[config.mk]
export PLATFORM = sky130hd
export DESIGN_NAME = instr_cmd_bridge
export DESIGN_NICKNAME = d
export VERILOG_FILES = /design/src/rtl/instr_cmd_bridge_pkg.sv /design/src/rtl/instr_sync_fifo.sv /design/src/rtl/instr_cmd_bridge.sv
export SDC_FILE = /design/constraint.sdc
export NUM_CORES = 1
export LEC_CHECK = 0
export ABC_AREA = 1
export CORE_MARGIN = 1.5
export CORE_UTILIZATION = 45
export DETAILED_ROUTE_END_ITERATION = 7
export PLACE_DENSITY_LB_ADDON = 0.25
export SETUP_SLACK_MARGIN = 0.15
export SLEW_MARGIN = 20
export SYNTH_ARGS = -nofsm -noshare
export SYNTH_HDL_FRONTEND = slang
export SYNTH_SLANG_ARGS = --single-unit
[constraint.sdc]
create_clock -name clk_clk -period 9.5 [get_ports clk_clk]
set_input_delay 1.9 -clock clk_clk [delete_from_list [all_inputs] [get_ports clk_clk]]
set_output_delay 1.9 -clock clk_clk [all_outputs]
set_load 0.02 [all_outputs]
[src/rtl/instr_cmd_bridge_pkg.sv]
`default_nettype none
// ============================================================================
// Module      : instr_cmd_bridge_pkg
// Description : Shared FSM state type and status-word bit positions.
// Revision    : 1.0 - initial release
// ============================================================================
package instr_cmd_bridge_pkg;

    typedef enum logic [1:0] {
        IDLE      = 2'd0,
        ISSUE     = 2'd1,
        WAIT_DONE = 2'd2
    } state_t;

    localparam int ST_BUSY     = 0;
    localparam int ST_FULL     = 1;
    localparam int ST_EMPTY    = 2;
    localparam int ST_OVF      = 3;
    localparam int ST_TMO      = 4;
    localparam int ST_CNT_LSB  = 8;
    localparam int ST_DONE_LSB = 16;

endpackage
`default_nettype wire

[src/rtl/instr_sync_fifo.sv]
`default_nettype none
// ============================================================================
// Module      : instr_sync_fifo
// Description : Single-clock show-ahead FIFO; wrap-bit pointers, push accepted
//               when full only if a pop happens in the same cycle.
// Revision    : 1.0 - initial release
// ============================================================================
module instr_sync_fifo #(
    parameter int DATA_W = 32,
    parameter int DEPTH  = 8
) (
    input  logic                     clk,
    input  logic                     rst,
    input  logic                     push,
    input  logic                     pop,
    input  logic [DATA_W-1:0]        din,
    output logic [DATA_W-1:0]        dout,
    output logic [$clog2(DEPTH):0]   count,
    output logic                     full,
    output logic                     empty
);

    localparam int c_AW = $clog2(DEPTH);

    logic [DATA_W-1:0] r_mem [DEPTH];
    logic [c_AW:0]     r_wr_ptr;
    logic [c_AW:0]     r_rd_ptr;
    logic              w_do_pop;
    logic              w_do_push;

    assign empty     = (r_wr_ptr == r_rd_ptr);
    assign full      = (r_wr_ptr[c_AW] != r_rd_ptr[c_AW]) &&
                       (r_wr_ptr[c_AW-1:0] == r_rd_ptr[c_AW-1:0]);
    assign count     = r_wr_ptr - r_rd_ptr;
    assign dout      = r_mem[r_rd_ptr[c_AW-1:0]];
    assign w_do_pop  = pop & ~empty;
    assign w_do_push = push & (~full | w_do_pop);

    always_ff @(posedge clk) begin
        if (rst) begin
            r_wr_ptr <= '0;
            r_rd_ptr <= '0;
        end else begin
            if (w_do_push) r_wr_ptr <= r_wr_ptr + 1'b1;
            if (w_do_pop)  r_rd_ptr <= r_rd_ptr + 1'b1;
        end
    end

    // Storage is not reset; the pointers alone define validity.
    always_ff @(posedge clk) begin
        if (w_do_push) r_mem[r_wr_ptr[c_AW-1:0]] <= din;
    end

endmodule
`default_nettype wire

[src/rtl/instr_cmd_bridge.sv]
`default_nettype none
// ============================================================================
// Module      : instr_cmd_bridge
// Description : Buffers HPS PIO instruction words and issues them to the
//               datapath over valid/ready, tracking completion and status.
//               Optional watchdog: define INSTR_CMD_BRIDGE_TIMEOUT_EN.
// Revision    : 1.0 - initial release
// ============================================================================
module instr_cmd_bridge
    import instr_cmd_bridge_pkg::*;
#(
    parameter int DATA_W      = 32,
    parameter int DEPTH       = 8,
    parameter int OPC_W       = 4,
    parameter int TIMEOUT_CYC = 1024
) (
    input  logic              clk_clk,
    input  logic              reset_reset,
    input  logic [DATA_W-1:0] instr_in,
    input  logic              instr_en,
    output logic              cmd_valid,
    input  logic              cmd_ready,
    output logic [DATA_W-1:0] cmd_data,
    output logic [OPC_W-1:0]  cmd_opcode,
    input  logic              done_in,
    input  logic              clr_status,
    output logic [31:0]       status_out
);

    localparam int c_CW = $clog2(DEPTH) + 1;

    state_t            r_state;
    state_t            w_state_nxt;
    logic              r_en_q;
    logic              w_rise;
    logic              w_pop;
    logic              w_done_evt;
    logic              w_tmo_evt;
    logic              w_wd_expired;
    logic              w_tmo_sticky;
    logic              w_ovf_evt;
    logic              r_ovf;
    logic [15:0]       r_completed;
    logic [DATA_W-1:0] r_cmd_data;
    logic [DATA_W-1:0] w_dout;
    logic [c_CW-1:0]   w_count;
    logic [7:0]        w_cnt8;
    logic              w_full;
    logic              w_empty;

    // Previous level resets high so an enable already asserted at reset is not a rise.
    always_ff @(posedge clk_clk) begin
        if (reset_reset) r_en_q <= 1'b1;
        else             r_en_q <= instr_en;
    end

    assign w_rise    = instr_en & ~r_en_q;
    assign w_ovf_evt = w_rise & w_full & ~w_pop;

    instr_sync_fifo #(
        .DATA_W (DATA_W),
        .DEPTH  (DEPTH)
    ) u_fifo (
        .clk   (clk_clk),
        .rst   (reset_reset),
        .push  (w_rise),
        .pop   (w_pop),
        .din   (instr_in),
        .dout  (w_dout),
        .count (w_count),
        .full  (w_full),
        .empty (w_empty)
    );

    always_ff @(posedge clk_clk) begin
        if (reset_reset) r_state <= IDLE;
        else             r_state <= w_state_nxt;
    end

    // Handshake and completion take priority over a coincident watchdog expiry.
    always_comb begin
        w_state_nxt = r_state;
        w_pop       = 1'b0;
        w_done_evt  = 1'b0;
        w_tmo_evt   = 1'b0;
        case (r_state)
            IDLE: begin
                if (!w_empty) begin
                    w_pop       = 1'b1;
                    w_state_nxt = ISSUE;
                end
            end
            ISSUE: begin
                if (cmd_ready) begin
                    w_state_nxt = WAIT_DONE;
                end else if (w_wd_expired) begin
                    w_tmo_evt   = 1'b1;
                    w_state_nxt = IDLE;
                end
            end
            WAIT_DONE: begin
                if (done_in) begin
                    w_done_evt  = 1'b1;
                    w_state_nxt = IDLE;
                end else if (w_wd_expired) begin
                    w_tmo_evt   = 1'b1;
                    w_state_nxt = IDLE;
                end
            end
            default: w_state_nxt = IDLE;
        endcase
    end

    always_ff @(posedge clk_clk) begin
        if (reset_reset)  r_cmd_data <= '0;
        else if (w_pop)   r_cmd_data <= w_dout;
    end

    assign cmd_valid  = (r_state == ISSUE);
    assign cmd_data   = r_cmd_data;
    assign cmd_opcode = r_cmd_data[DATA_W-1 -: OPC_W];

`ifdef INSTR_CMD_BRIDGE_TIMEOUT_EN
    localparam int c_WD_W = $clog2(TIMEOUT_CYC + 1);

    logic [c_WD_W-1:0] r_wd;
    logic              r_tmo;

    always_ff @(posedge clk_clk) begin
        if (reset_reset || r_state == IDLE || w_state_nxt != r_state) r_wd <= '0;
        else                                                          r_wd <= r_wd + 1'b1;
    end

    assign w_wd_expired = (r_state != IDLE) && (r_wd == c_WD_W'(TIMEOUT_CYC - 1));

    always_ff @(posedge clk_clk) begin
        if (reset_reset)     r_tmo <= 1'b0;
        else if (w_tmo_evt)  r_tmo <= 1'b1;
        else if (clr_status) r_tmo <= 1'b0;
    end

    assign w_tmo_sticky = r_tmo;
`else
    logic w_unused_tmo;
    assign w_unused_tmo = (TIMEOUT_CYC != 0);
    assign w_wd_expired = 1'b0;
    assign w_tmo_sticky = 1'b0;
`endif

    always_ff @(posedge clk_clk) begin
        if (reset_reset)     r_ovf <= 1'b0;
        else if (w_ovf_evt)  r_ovf <= 1'b1;
        else if (clr_status) r_ovf <= 1'b0;
    end

    // A completion coinciding with a clear is counted after the clear.
    always_ff @(posedge clk_clk) begin
        if (reset_reset)     r_completed <= '0;
        else if (w_done_evt) r_completed <= clr_status ? 16'd1 : r_completed + 16'd1;
        else if (clr_status) r_completed <= '0;
    end

    generate
        if (DEPTH == 256) begin : g_cnt_sat
            assign w_cnt8 = w_count[c_CW-1] ? 8'hFF : w_count[7:0];
        end else begin : g_cnt_ext
            assign w_cnt8 = 8'(w_count);
        end
    endgenerate

    always_comb begin
        status_out                      = '0;
        status_out[ST_BUSY]             = (r_state != IDLE);
        status_out[ST_FULL]             = w_full;
        status_out[ST_EMPTY]            = w_empty;
        status_out[ST_OVF]              = r_ovf;
        status_out[ST_TMO]              = w_tmo_sticky;
        status_out[ST_CNT_LSB +: 8]     = w_cnt8;
        status_out[ST_DONE_LSB +: 16]   = r_completed;
    end

endmodule
`default_nettype wire

==> out/metrics.cfg <==
[place]
place_congestion=0.802
cell_count_after_placement=1657
placement.cell_area_sq_um=14200
detailed_place_hpwl_mm=14.9
count_of_buffers_from_port_buffering=98

[clocking]
htreeDepth=2
clock-sinks=316
ctsRootBufferMaster=sky130_fd_sc_hd__clkbuf_16
hold_buffers=0
ctsResizeCount=0
clk_path_buf_depth=3
post_cts.repair.setup_buffers=0
clk_latency_ps=500
cts-buffers-inserted=34
tritoncts=built
clk_pin_slew_ps=60

[synthesis]
synth-async-reset-ratio=0
synth_top_area_share=0.590
register_bit_count_reported_by_yosys=316
seq_area_frac_synth=0.682
synthTopCellsByCount=331 x sky130_fd_sc_hd__nand2_1, 256 x sky130_fd_sc_hd__edfxtp_1, 125 x sky130_fd_sc_hd__nor2_1
syn_area_sq_um=13000
synth.avg_cell_area_sq_um=10.5
synthMostInstantiatedCell=sky130_fd_sc_hd__nand2_1
synth_enable_flop_cells=256
dominantRegCellSynth=sky130_fd_sc_hd__edfxtp_1
synth_top_cell_by_area=sky130_fd_sc_hd__edfxtp_1
netlist_instances=1235
yosysWarnings=0
synth.distinct_cells=29
synth.area.top_cells=sky130_fd_sc_hd__edfxtp_1 59%, sky130_fd_sc_hd__nand2_1 9.5%, sky130_fd_sc_hd__dfxtp_1 9.2%

[timing]
fmax_ghz=0.193
grt_setup_unrepaired=false
portion_of_the_clock_cycle_consumed_by_the_worst_path_in_the_final_layout=0.546
setup-violations-final=0
worst_clock_skew_ps=8.38
hold_viol=0
finalWorstPathRequiredPeriod_ps=5190
worst-slew-pin-transition_ps=1090
finalSetupTns_ps=0
drv_slew=0
timing.slew.headroom=0.275

[worst_setup_path]
timing.critical_path.cells=inv_2 > ha_1 > nand2_1 > o21ai_0 > xor2_1 > clkdlybuf4s50_1
crit_start=u_fifo.r_rd_ptr[2]
max_stage_delay_ps=740
worstRegToRegCells=9
critical-path-top-delay-family=buffers and inverters
path_buf_inv=2
worst_setup_path_start_kind=flop
critical_path_arrival_ps=3290
critPathSlowestCell=sky130_fd_sc_hd__dfxtp_1
worstSetupEndpointType=output pin
critPathRequiredTime_ps=7600
cp_num_cells=6
regToRegEndpoint=u_fifo.r_mem[4][5]
crit_fanout=34
critical_setup_path_kind=flop to output pin
critical_path.endpoint=status_out[11]
reg2reg_setup_slack_ps=5580
r2r-start=u_fifo.r_rd_ptr[2]

[finish]
drive_above_1_share=0.0665
final_core_util=0.542
finalNetCount=1360
finalNonFillerCells=1723
design_area_sq_um=15500
flow.area_growth_from_synthesis_pct=19.2
num_antenna_cells=0

[global_routing]
first_global_vias=8124
grt_overflow=0
antenna_found_initial=0
grt_start_max_net_pins=98
grt_first_pass_wirelength_mm=43.4
total_routing_usage_reported_by_global_routing=0.182

[floorplan]
fp.dieH_um=173
floorplan.die_area_sq_um=30000
dieWidth_um=173
i_o_pin_count=107
floorplan.core_area_sq_um=28600
start_util=0.455
rows=62

[route]
detail_route.wirelength_mm=27.2
route.vias.total=8479
routedWlPerCell_um=15.8
routed_via_density=4.92
drc=0
drt-initial-drc-count=725
drt-pass1-iter-count=7
post_route_antenna_net_violation_count=0

[run]
maxCapViolCount=0

[power]
vdd_ir_drop_max_mv=0.139
leakagePower_nw=5.86
power.density_cell_area_nw_per_um2=252

[min_path]
timing.hold.worst.class=flop to flop

[status]
outcome=complete, no violations

==> per-layer routing <==
| metal | global-route usage | part of all wire | routed length (um) | vias to the layer above |
|---|---|---|---|---|
| met5 | 0 | 0 | 0 | - |
| met4 | 0.0409 | 0.014 | 376 | 0 |
| met3 | 0.0264 | 0.050 | 1360 | 36 |
| met2 | 0.305 | 0.48 | 13100 | 206 |
| met1 | 0.254 | 0.45 | 12300 | 3992 |
| li1 | - | - | - | 4245 |
==> registers in the layout (all words and copies together), names as in the netlist <==
signal	count
u_fifo.r_wr_ptr	4
u_fifo.r_mem	256
cmd_data	32
r_en_q	1
r_completed	16
u_fifo.r_rd_ptr	4
r_state	2
r_ovf	1
==> per-stage QoR <==
stage	worst slack [ps]	hold WS [ps]	total power [mW]
floorplan	5260	429	2.31
global placement	4790	462	2.60
detailed placement	4800	462	2.62
CTS	4250	478	3.95
global route	4080	524	4.12
finish	4310	473	3.91
==> worst min path at each step <==
| stage | start | end | slack, ps | cells past startpoint |
|---|---|---|---|---|
| floorplan | r_ovf | r_ovf | 430 | 2 |
| global placement | r_ovf | r_ovf | 460 | 2 |
| detailed placement | r_ovf | r_ovf | 460 | 2 |
| CTS | r_ovf | r_ovf | 480 | 2 |
| global route | r_ovf | r_ovf | 520 | 2 |
| finish | r_ovf | r_ovf | 470 | 2 |
==> area by class of cell <==
cell class / count / area [sq um]
Clock buffer: 47 / 973
Clock inverter: 13 / 166
Fill cell: 2393 / 13100
Inverter: 125 / 469
Multi-Input combinational cell: 727 / 3350
Sequential cell: 316 / 8890
Tap cell: 384 / 480
Timing Repair Buffer: 111 / 1190
==> cells by family (layout without fill, tap and decap cells) <==
family,after synthesis,count (layout),synth area share
xor gates and xnor gates,8,8,0.00596
and+or+nand+nor,567,567,0.175
adders and majority gates,7,7,0.00730
DFF,316,316,0.682
other,1,8,0.000288
buffers and inverters,199,296,0.0666
AOI/OAI and AO/OA,137,137,0.0623
==> tightest hold or removal path: cells and delay by family, from the launching register on <==
kind               cells  cell delay (ps)
AOI/OAI and AO/OA      1               60
DFF                    1              330
and+or+nand+nor        1               50
==> power by group <==
part | internal [mW] | leakage (nW) | switching [mW]
sequential | 1.56 | 2.80 | 0.0609
combinational | 0.333 | 2.51 | 0.624
clock | 0.825 | 0.551 | 0.509
total | 2.72 | 5.86 | 1.19
==> cells in the final DEF (no fill, tap or decap) <==
master | Yosys | routed
sky130_fd_sc_hd__conb_1 | 1 | 8
sky130_fd_sc_hd__nand3_1 | 99 | 99
sky130_fd_sc_hd__edfxtp_1 | 256 | 256
sky130_fd_sc_hd__or2_2 | 1 | 1
sky130_fd_sc_hd__inv_2 | 4 | 4
sky130_fd_sc_hd__ha_1 | 6 | 6
sky130_fd_sc_hd__buf_12 | 0 | 1
sky130_fd_sc_hd__o211ai_1 | 34 | 34
sky130_fd_sc_hd__dfxtp_4 | 0 | 1
sky130_fd_sc_hd__a21oi_1 | 39 | 39
sky130_fd_sc_hd__xnor2_2 | 1 | 1
sky130_fd_sc_hd__nand2_2 | 2 | 2
sky130_fd_sc_hd__clkbuf_8 | 0 | 1
sky130_fd_sc_hd__a211oi_1 | 1 | 1
sky130_fd_sc_hd__nor2_4 | 0 | 8
sky130_fd_sc_hd__xor2_1 | 5 | 5
sky130_fd_sc_hd__clkinv_2 | 0 | 4
sky130_fd_sc_hd__clkbuf_16 | 0 | 37
sky130_fd_sc_hd__nor2_1 | 125 | 117
sky130_fd_sc_hd__buf_4 | 17 | 7
sky130_fd_sc_hd__a21oi_2 | 10 | 10
sky130_fd_sc_hd__inv_1 | 121 | 121
sky130_fd_sc_hd__dfxtp_1 | 60 | 59
sky130_fd_sc_hd__nand4_1 | 4 | 4
sky130_fd_sc_hd__o21ai_1 | 2 | 2
sky130_fd_sc_hd__nor3_1 | 4 | 4
sky130_fd_sc_hd__buf_16 | 0 | 5
sky130_fd_sc_hd__clkdlybuf4s50_1 | 0 | 98
sky130_fd_sc_hd__nand2_1 | 331 | 331
sky130_fd_sc_hd__clkinvlp_4 | 0 | 2
sky130_fd_sc_hd__o21ai_0 | 51 | 51
sky130_fd_sc_hd__bufinv_16 | 0 | 4
sky130_fd_sc_hd__xnor2_1 | 2 | 2
sky130_fd_sc_hd__clkinv_1 | 0 | 3
sky130_fd_sc_hd__fa_1 | 1 | 1
sky130_fd_sc_hd__nand3_2 | 1 | 1
sky130_fd_sc_hd__clkbuf_1 | 17 | 9
No activity file was read; power rests on OpenSTA's default activity.
